`config.mk`:
```
export PLATFORM = sky130hd
export DESIGN_NAME = alu_result_stage
export DESIGN_NICKNAME = d
export VERILOG_FILES = /design/src/rtl/alu_result_stage.sv
export SDC_FILE = /design/constraint.sdc
export NUM_CORES = 1
export LEC_CHECK = 0
export CORE_UTILIZATION = 48
export CTS_CLUSTER_SIZE = 24
export DETAILED_ROUTE_END_ITERATION = 10
export PLACE_DENSITY = 0.76
export SYNTH_ARGS = -nofsm -noshare
export SYNTH_HDL_FRONTEND = slang
export SYNTH_SLANG_ARGS = --single-unit
```
`constraint.sdc`:
```
create_clock -name clk -period 4.75 [get_ports clk]
set_input_delay 0.95 -clock clk [delete_from_list [all_inputs] [get_ports clk]]
set_output_delay 0.95 -clock clk [all_outputs]
set_load 0.03 [all_outputs]
```
`src/rtl/alu_result_stage.sv`:
```
// rtl/alu_result_stage.sv - ALU result capture into a 2-entry skid buffer plus architectural flag register
// Optional stall counter output enabled by defining ALU_RESULT_STALL_CNT_EN.
module alu_result_stage #(
  parameter int DATA_W     = 32,
  parameter int REG_ADDR_W = 5
) (
  input  logic                  clk,
  input  logic                  rst_n,
  input  logic                  flush_i,
  input  logic                  ex_valid_i,
  output logic                  ex_ready_o,
  input  logic [DATA_W-1:0]     ex_result_i,
  input  logic [3:0]            ex_flags_i,
  input  logic [REG_ADDR_W-1:0] ex_rd_i,
  input  logic                  ex_wen_i,
  input  logic                  ex_setflags_i,
  output logic                  wb_valid_o,
  input  logic                  wb_ready_i,
  output logic [DATA_W-1:0]     wb_result_o,
  output logic [REG_ADDR_W-1:0] wb_rd_o,
  output logic                  wb_wen_o,
  output logic [3:0]            flags_o
`ifdef ALU_RESULT_STALL_CNT_EN
  ,
  output logic [31:0]           stall_cnt_o
`endif
);

  logic                  main_valid;
  logic [DATA_W-1:0]     main_result;
  logic [3:0]            main_flags;
  logic [REG_ADDR_W-1:0] main_rd;
  logic                  main_wen;
  logic                  main_setflags;

  logic                  skid_valid;
  logic [DATA_W-1:0]     skid_result;
  logic [3:0]            skid_flags;
  logic [REG_ADDR_W-1:0] skid_rd;
  logic                  skid_wen;
  logic                  skid_setflags;

  logic                  flags_q;
  logic [3:0]            arch_flags;

  logic accept;
  logic transfer;
  logic main_free;
  logic skid_valid_nxt;

  assign accept    = ex_valid_i & ex_ready_o;
  assign transfer  = main_valid & wb_ready_i;
  assign main_free = ~main_valid | transfer;

  // Skid only fills when main is occupied and not draining; any drain of main empties it.
  always_comb begin
    skid_valid_nxt = 1'b0;
    if (!flush_i && !main_free)
      skid_valid_nxt = skid_valid | accept;
  end

  always_ff @(posedge clk or negedge rst_n) begin
    if (!rst_n) begin
      main_valid    <= 1'b0;
      main_result   <= '0;
      main_flags    <= '0;
      main_rd       <= '0;
      main_wen      <= 1'b0;
      main_setflags <= 1'b0;
      skid_valid    <= 1'b0;
      skid_result   <= '0;
      skid_flags    <= '0;
      skid_rd       <= '0;
      skid_wen      <= 1'b0;
      skid_setflags <= 1'b0;
      ex_ready_o    <= 1'b1;
      arch_flags    <= '0;
      flags_q       <= 1'b0;
    end else begin
      if (flush_i) begin
        main_valid <= 1'b0;
      end else if (main_free) begin
        if (skid_valid) begin
          main_valid    <= 1'b1;
          main_result   <= skid_result;
          main_flags    <= skid_flags;
          main_rd       <= skid_rd;
          main_wen      <= skid_wen;
          main_setflags <= skid_setflags;
        end else if (accept) begin
          main_valid    <= 1'b1;
          main_result   <= ex_result_i;
          main_flags    <= ex_flags_i;
          main_rd       <= ex_rd_i;
          main_wen      <= ex_wen_i;
          main_setflags <= ex_setflags_i;
        end else begin
          main_valid <= 1'b0;
        end
      end

      if (!flush_i && !main_free && accept) begin
        skid_result   <= ex_result_i;
        skid_flags    <= ex_flags_i;
        skid_rd       <= ex_rd_i;
        skid_wen      <= ex_wen_i;
        skid_setflags <= ex_setflags_i;
      end

      skid_valid <= skid_valid_nxt;
      ex_ready_o <= ~skid_valid_nxt;

      // Writeback has sampled the entry, so flags commit even in a flush cycle.
      if (transfer && main_setflags) begin
        arch_flags <= main_flags;
        flags_q    <= 1'b1;
      end
    end
  end

  assign wb_valid_o  = main_valid;
  assign wb_result_o = main_result;
  assign wb_rd_o     = main_rd;
  assign wb_wen_o    = main_wen;
  assign flags_o     = arch_flags;

  logic unused_ok;
  assign unused_ok = flags_q;

`ifdef ALU_RESULT_STALL_CNT_EN
  always_ff @(posedge clk or negedge rst_n) begin
    if (!rst_n)
      stall_cnt_o <= '0;
    else if (main_valid && !wb_ready_i && stall_cnt_o != 32'hFFFF_FFFF)
      stall_cnt_o <= stall_cnt_o + 32'd1;
  end
`endif

endmodule

```
Word level (Yosys, flattened, before mapping)
Cells that the tools add are included.
{ "totals": {"reg_bits": 93, "input_bits": 48, "output_inout_bits": 44, "wordCells": 44} }
{ "op_classes": {"muxes": 15, "bitwise": 7, "reduce_logical": 8} }
{ "ops": {"columns": ["op", "n"], "rows": [
  ["2-to-1 mux 32 bit", 2],
  ["2-to-1 mux 5 bit", 2],
  ["2-to-1 mux 1 bit", 9],
  ["2-to-1 mux 4 bit", 2],
  ["nonzero test 2 bit", 2],
  ["logical AND 1 bit", 3],
  ["inverter 1 bit", 3],
  ["AND reduction 3 bit", 1],
  ["AND 1 bit", 2],
  ["logical NOT 1 bit", 2],
  ["OR 1 bit", 2]
]} }

Logic depth before layout (Yosys ltp)
Gate-level depths: netlist of run 1.
{ "depth": {"depth_word": 6, "ltp_mapped": 5, "depth_no_buf": 3} }

Least setup slack after synthesis of run 1
OpenSTA, ideal clock, no wires.
{ "synth_path": {"path_kind": "input to register", "start": "in flush_i", "end": "reg skid_flags[2]", "setup_ns": 0.125, "t_arrival_ns": 1.994, "t_required_ns": 4.625, "setup_slack_ns": 2.631, "cell_stages": 4, "n_path_buf": 1, "cell_sequence": "or3b_4 > nor2_8 > buf_6 > mux2_2"} }
{ "synth_between": {"elab_chain_cells": 3} }
{ "synth_lines": {"columns": ["item", "line_no", "rtl"], "rows": [
  ["start: declaration", "9", "input logic flush_i,"],
  ["logical NOT 1 bit", "102", "if (!flush_i && !main_free && accept) begin"],
  ["logical AND 1 bit (2 in a row)", "102", null],
  ["end signal: assignment", "104", "skid_flags <= ex_flags_i;"],
  ["end: declaration", "38", "logic [3:0] skid_flags;"]
]} }
Every way passes these cells.
A chain may end at the register's enable or synchronous reset.

Worst setup path after layout of run 1
{ "layout_path": {"start": "in flush_i", "end": "reg skid_result[29]"} }
{ "layout_between": {"elab_chain_cells": 3} }
{ "layout_lines": {"columns": ["item", "line_no", "rtl"], "rows": [
  ["logical NOT 1 bit", "102", null],
  ["logical AND 1 bit (2 in a row)", "102", null],
  ["end signal: assignment", "103", "skid_result <= ex_result_i;"],
  ["end: declaration", "37", "logic [DATA_W-1:0] skid_result;"]
]} }
Every way passes these cells.

==> results of run 1 <==
==> layout make-up <==
| type | instances | area share |
|---|---|---|
| clock inverters | 5 | 0.00677 |
| clock buffers | 11 | 0.0292 |
| multi-input cells | 143 | 0.306 |
| inverters | 1 | 0.000725 |
| well taps | 102 | 0.0247 |
| repair buffers | 94 | 0.182 |
| flip-flops and latches | 93 | 0.450 |
==> cell families after synthesis <==
group	after synthesis	share of synthesized area
buffers and inverters	14	0.0246
multiplexers	133	0.373
flip-flops	93	0.580
AND/OR/NAND/NOR	9	0.0196
AO/OA/AOI/OAI	1	0.00218
==> placed cells by master, fill, tap and decap left out <==
cell type,count
sky130_fd_sc_hd__buf_4,3
sky130_fd_sc_hd__mux2_2,125
sky130_fd_sc_hd__or3b_4,1
sky130_fd_sc_hd__dfstp_2,1
sky130_fd_sc_hd__nand3_1,1
sky130_fd_sc_hd__clkdlybuf4s50_1,90
sky130_fd_sc_hd__clkbuf_8,11
sky130_fd_sc_hd__dfrtp_2,1
sky130_fd_sc_hd__or3_1,1
sky130_fd_sc_hd__nor3_4,1
sky130_fd_sc_hd__inv_1,1
sky130_fd_sc_hd__or2_2,1
sky130_fd_sc_hd__a21oi_2,1
sky130_fd_sc_hd__nor2_8,1
sky130_fd_sc_hd__dfrtp_1,91
sky130_fd_sc_hd__buf_12,1
sky130_fd_sc_hd__nand2_1,2
sky130_fd_sc_hd__clkinv_2,1
sky130_fd_sc_hd__clkinvlp_4,4
sky130_fd_sc_hd__mux2_1,8
sky130_fd_sc_hd__nor2b_1,1
==> routing by layer <==
metal / routed length [um] / vias up / GRT usage
met4: 86 / 0 / 0.0692
met5: 0 / - / 0
met2: 3400 / 61 / 0.295
li1: - / 1080 / -
met3: 444 / 7 / 0.0472
met1: 3280 / 1156 / 0.247
==> sequential cells by signal, indices dropped and copies added, names as in the netlist, 4 cells and up <==
| register | flops |
|---|---|
| skid_result | 32 |
| wb_result_o | 32 |
| skid_rd | 5 |
| wb_rd_o | 5 |
| flags_o | 4 |
| main_flags | 4 |
| skid_flags | 4 |
==> how the worst max path moves through the flow <==
stage / endpoint / slack, ps / cells after the start
after detailed placement: skid_rd[4]$_DFFE_PN0P_ / 1690 / 4
after floorplan: skid_flags[2]$_DFFE_PN0P_ / 2630 / 4
final: skid_result[29]$_DFFE_PN0P_ / 2070 / 4
after global placement: skid_result[14]$_DFFE_PN0P_ / 1710 / 4
after CTS: skid_result[9]$_DFFE_PN0P_ / 2070 / 4
after global routing: skid_result[25]$_DFFE_PN0P_ / 2000 / 4
==> power by group through the flow <==
stage / logic (mW) / registers (mW) / clock network, mW
2_1_floorplan: 0.226 / 1.26 / 0
3_3_place_gp: 0.655 / 1.09 / 0
3_5_place_dp: 0.670 / 1.10 / 0
4_1_cts: 0.672 / 1.09 / 0.504
5_1_grt: 0.703 / 1.12 / 0.534
6_report: 0.661 / 1.09 / 0.482
==> worst register-to-register path: cells and delay by family, from the launching register on <==
family / cells / cell delay, ps
flops: 1 / 560
compound gates: 1 / 80
buf+inv: 1 / 300
mux: 1 / 370
simple gates: 1 / 640
==> run metrics, run 1 <==
number of buffers inserted during clock tree synthesis=9; clock tree skew after final layout=7.39 ps; Cell Int Power=1.56 mW; number of flip-flops and latches in the synthesized netlist=93; number of inserted filler cells in the final layout=602; cell breakdown of the critical path=clkdlybuf4s50_1 > or3b_4 > nor2_8 > mux2_2; number of antenna violations at the first check in global routing=0; critical register-to-register path startpoint=ex_ready_o$_DFF_PN1_; Fmax=373 MHz; top post-synthesis cells by area=sky130_fd_sc_hd__dfrtp_1 (57%), sky130_fd_sc_hd__mux2_2 (35%), sky130_fd_sc_hd__mux2_1 (2.2%); TritonCTS clock tree=built; Final Total Pwr=2.23 mW; mean routed wirelength per cell=16.1 um; vias after detailed routing=2304; Gates resized, CTS repair=0; FF-to-FF path depth=4; Critical Path Source Type=input pin; Starting Density=0.509; CORE AREA=7890 um^2; Synth Area per Inst=16.1 um^2; endpoint of the worst register-to-register path=wb_result_o[8]$_DFFE_PN0P_; final setup TNS=0 ps; start point of the critical path=flush_i; number of nets in the layout=390; remaining antenna violation count after routing=0; share of the core filled with cells in the final layout=0.656; outcome=completed; Synthesis Warnings=0; worst slew margin relative to its limit=0.436; detailed placement HPWL=4790 um; worst slack, placed=1690 ps; dpl cells=433; DR DRC count=0; post-synthesis instance area=4010 um^2; cts-stage hold buffer count=0; relative contribution of the clock network to total power=0.216; proportion of netlist area held by the largest area contributor=0.574; most repeated cell in the gate-level netlist after synthesis=sky130_fd_sc_hd__mux2_2; final worst slack=2070 ps; Die ar.=8730 um^2; Worst Setup Path Type=in2reg; EDFF count, synth=0; Hold Path Stages=1; sequential standard cell area=2330 um^2; Row Count=32; flop2flop setup slack=2680 ps; # Max-Cap Violations=0; final max-slew violation count=0; number of vias per cell after detailed routing=5.13; count of endpoints failing hold in the final timing report=0; crit path capture type=register; CTS root buf=sky130_fd_sc_hd__clkbuf_8; count of different cell masters after synthesis=18; commonest cells in the synthesized netlist=sky130_fd_sc_hd__mux2_2 (125), sky130_fd_sc_hd__dfrtp_1 (92), sky130_fd_sc_hd__mux2_1 (8); placer's final routability congestion estimate=0.737; power per unit of standard cell area=431 nW/um^2; critical-path cell with the highest stage delay=sky130_fd_sc_hd__nor2_8; switching power total=0.672 mW; antenna cell count=0; Hold Path Sink=skid_flags[0]$_DFFE_PN0P_; post-CTS setup repair buffer count=0; Hold WC Path Type=reg2reg; Arrival @ worst endpoint=2910 ps; wire length of the first global-routing pass=12400 um; Sw Ratio=0.301; share of the clock period used by the worst path=0.564; number of non-filler instances in the completed layout=449; Buffers & Inverters on Critical Path=1; startpoint of the tightest hold check path=skid_flags[0]$_DFFE_PN0P_; maximum fanout along the worst path=43; number of iterations in the first detailed-routing pass=5; largest net degree at the start of global routing=68; Iteration-0 DRC Markers=45; flip-flop cell with the highest count after synthesis=sky130_fd_sc_hd__dfrtp_1; Die Wd=93.4 um; vias in the first global route=2520; final setup vio count=0; Multi-input gate area=1590 um^2; combinational power share=0.296; cell area after layout=5180 um^2; port bufs=91; remaining global-route overflow=0; total global-route track usage=0.186; total wire length after detailed routing=7210 um; pin slew with the least headroom to its limit=846 ps; final hold slack=490 ps; Mapped Cells=250; insertion delay of the later-clocked pin in the worst-skew pair=340 ps; Crit path required time=4980 ps; proportion of register bits with asynchronous set or reset after synthesis=1.00; time the worst path needs with I/O delays and setup=2680 ps; proportion of layout cells with a drive suffix above 1=0.438; sequential power share=0.488; unrepaired setup endpoints after global routing=no; placed cell area=4990 um^2; Static Leak=2.14 nW; Clock Sink Count=93; leading area contributor after synthesis=sky130_fd_sc_hd__dfrtp_1; number of nets produced by synthesis=298; layout overhead on the synthesized area=29.0%; I/O pin count=92; Clock transition at path regs=80 ps; deepest clock path buffer count=2; max incr delay on CP=560 ps; maximum ir drop on the vdd rail=0.000230 V; maximum level of the CTS H-tree=3; Vert. Die Dim=93.4 um; sequential element share of the synthesized area=0.580; delay-heaviest family, CP=simple AND/OR/NAND/NOR gates
Note: power is estimated with default switching activity, not from simulation.
==> run 2: changes to the inputs <==
==> constraint.sdc (replaced) <==
create_clock -name clk -period 2.55 [get_ports clk]
set_input_delay 0.51 -clock clk [delete_from_list [all_inputs] [get_ports clk]]
set_output_delay 0.51 -clock clk [all_outputs]
set_load 0.03 [all_outputs]
==> run metrics, run 2 (synthesis results as in run 1) <==
Clock Sink Count=93; critical-path cell with the highest stage delay=sky130_fd_sc_hd__clkdlybuf4s50_1; Gates resized, CTS repair=0; outcome=completed; Clock transition at path regs=90 ps; worst slew margin relative to its limit=0.678; Arrival @ worst endpoint=1590 ps; combinational power share=0.283; relative contribution of the clock network to total power=0.250; commonest non-fill, non-tap cells in the layout=sky130_fd_sc_hd__mux2_2 (125), sky130_fd_sc_hd__dfrtp_1 (91), sky130_fd_sc_hd__clkdlybuf4s50_1 (90), sky130_fd_sc_hd__clkbuf_8 (10), sky130_fd_sc_hd__mux2_1 (8); CORE AREA=7890 um^2; maximum ir drop on the vdd rail=0.000431 V; I/O pin count=92; number of antenna violations at the first check in global routing=0; unrepaired setup endpoints after global routing=no; detailed placement HPWL=4710 um; remaining antenna violation count after routing=0; # Max-Cap Violations=0; delay-heaviest family, CP=buffers and inverters; number of iterations in the first detailed-routing pass=4; clock tree skew after final layout=8.98 ps; power per unit of standard cell area=821 nW/um^2; flop2flop setup slack=910 ps; Static Leak=2.19 nW; placer's final routability congestion estimate=0.697; mean routed wirelength per cell=15.7 um; crit path capture type=primary output; FF-to-FF path depth=3; switching power total=1.25 mW; DR DRC count=0; TritonCTS clock tree=built; insertion delay of the later-clocked pin in the worst-skew pair=350 ps; endpoint of the worst register-to-register path=wb_result_o[3]$_DFFE_PN0P_; Buffers & Inverters on Critical Path=1; Worst Setup Path Type=reg2out; share of the clock period used by the worst path=0.823; critical register-to-register path startpoint=skid_valid$_DFF_PN0_; Row Count=32; proportion of layout cells with a drive suffix above 1=0.442; layout overhead on the synthesized area=31.6%; Cell Int Power=3.09 mW; Vert. Die Dim=93.4 um; final setup TNS=0 ps; post-CTS setup repair buffer count=0; wire length of the first global-routing pass=12000 um; maximum level of the CTS H-tree=3; Fmax=477 MHz; Crit path required time=2040 ps; number of buffers inserted during clock tree synthesis=9; Die Wd=93.4 um; vias in the first global route=2461; largest net degree at the start of global routing=94; total wire length after detailed routing=7120 um; total global-route track usage=0.181; final setup vio count=0; Die ar.=8730 um^2; Hold WC Path Type=in2async; maximum fanout along the worst path=3; CTS root buf=sky130_fd_sc_hd__clkbuf_8; Final Total Pwr=4.34 mW; Sw Ratio=0.288; cts-stage hold buffer count=0; max incr delay on CP=690 ps; Starting Density=0.509; deepest clock path buffer count=2; Iteration-0 DRC Markers=44; time the worst path needs with I/O delays and setup=2100 ps; antenna cell count=0; leading cell type in the layout, fill and taps excluded=sky130_fd_sc_hd__mux2_2; Critical Path Source Type=register; number of nets in the layout=394; number of vias per cell after detailed routing=5.12; cell breakdown of the critical path=clkdlybuf4s50_1; final max-slew violation count=0; sequential power share=0.467; number of inserted filler cells in the final layout=582; count of endpoints failing hold in the final timing report=0; port bufs=91; remaining global-route overflow=0; pin slew with the least headroom to its limit=483 ps; vias after detailed routing=2318
[run 2: changes by cell type in the layout (fill, tap and decap cells not counted), sizes merged]
| cell | before | now |
|---|---|---|
| buf | 4 | 8 |
| bufinv | 0 | 2 |
| clkinvlp | 4 | 2 |
[run 2: worst max path at each step]
stage | to | cells past startpoint | start
2_1_floorplan | skid_flags[2]$_DFFE_PN0P_ | 4 | wb_valid_o$_DFFE_PN0P_
3_3_place_gp | skid_result[7]$_DFFE_PN0P_ | 5 | flush_i
3_5_place_dp | skid_result[21]$_DFFE_PN0P_ | 5 | flush_i
4_1_cts | ex_ready_o | 1 | ex_ready_o$_DFF_PN1_
5_1_grt | ex_ready_o | 1 | ex_ready_o$_DFF_PN1_
6_report | ex_ready_o | 1 | ex_ready_o$_DFF_PN1_
[run 2: power by group through the flow]
| stage | Clock, mW | Sequential (mW) | Combinational (mW) |
|---|---|---|---|
| 2_1_floorplan | 0 | 2.34 | 0.422 |
| 3_3_place_gp | 0 | 2.04 | 1.22 |
| 3_5_place_dp | 0 | 2.06 | 1.24 |
| 4_1_cts | 1.12 | 2.03 | 1.25 |
| 5_1_grt | 1.17 | 2.08 | 1.31 |
| 6_report | 1.08 | 2.03 | 1.23 |
[run 2: final cells by class]
type / count / area [um^2] / area share
multi-input combinational: 143 / 1590 / 0.300
inverter: 1 / 3.75 / 0.000711
clock inverter: 5 / 83.8 / 0.0159
sequential: 93 / 2330 / 0.441
tap: 102 / 128 / 0.0242
clock buffer: 11 / 141 / 0.0268
timing repair buffer: 98 / 1010 / 0.191
[run 2: metrics by stage]
stage | worst slack, ps | util | cells | hold WS, ps | area, um^2
6_report | 452 | 0.670 | 453 | 200 | 5280
5_1_grt | 411 | 0.670 | 453 | 238 | 5280
4_1_cts | 433 | 0.670 | 453 | 219 | 5280
3_5_place_dp | 295 | 0.641 | 437 | 473 | 5060
3_3_place_gp | 326 | 0.641 | 437 | 462 | 5060
2_1_floorplan | 832 | - | 250 | 214 | 4010
[run 2: worst reg2reg max path, stage by stage (launching register included)]
cell and delay [ps]:
sky130_fd_sc_hd__dfrtp_2 520, sky130_fd_sc_hd__buf_4 360, sky130_fd_sc_hd__mux2_2 390, sky130_fd_sc_hd__mux2_2 260
[run 2: metal layers]
metal	part of all wire	up-vias	track usage
li1	-	1095	-
met3	0.074	12	0.0512
met5	0	-	0
met1	0.45	1148	0.241
met4	0.017	0	0.0731
met2	0.46	63	0.279
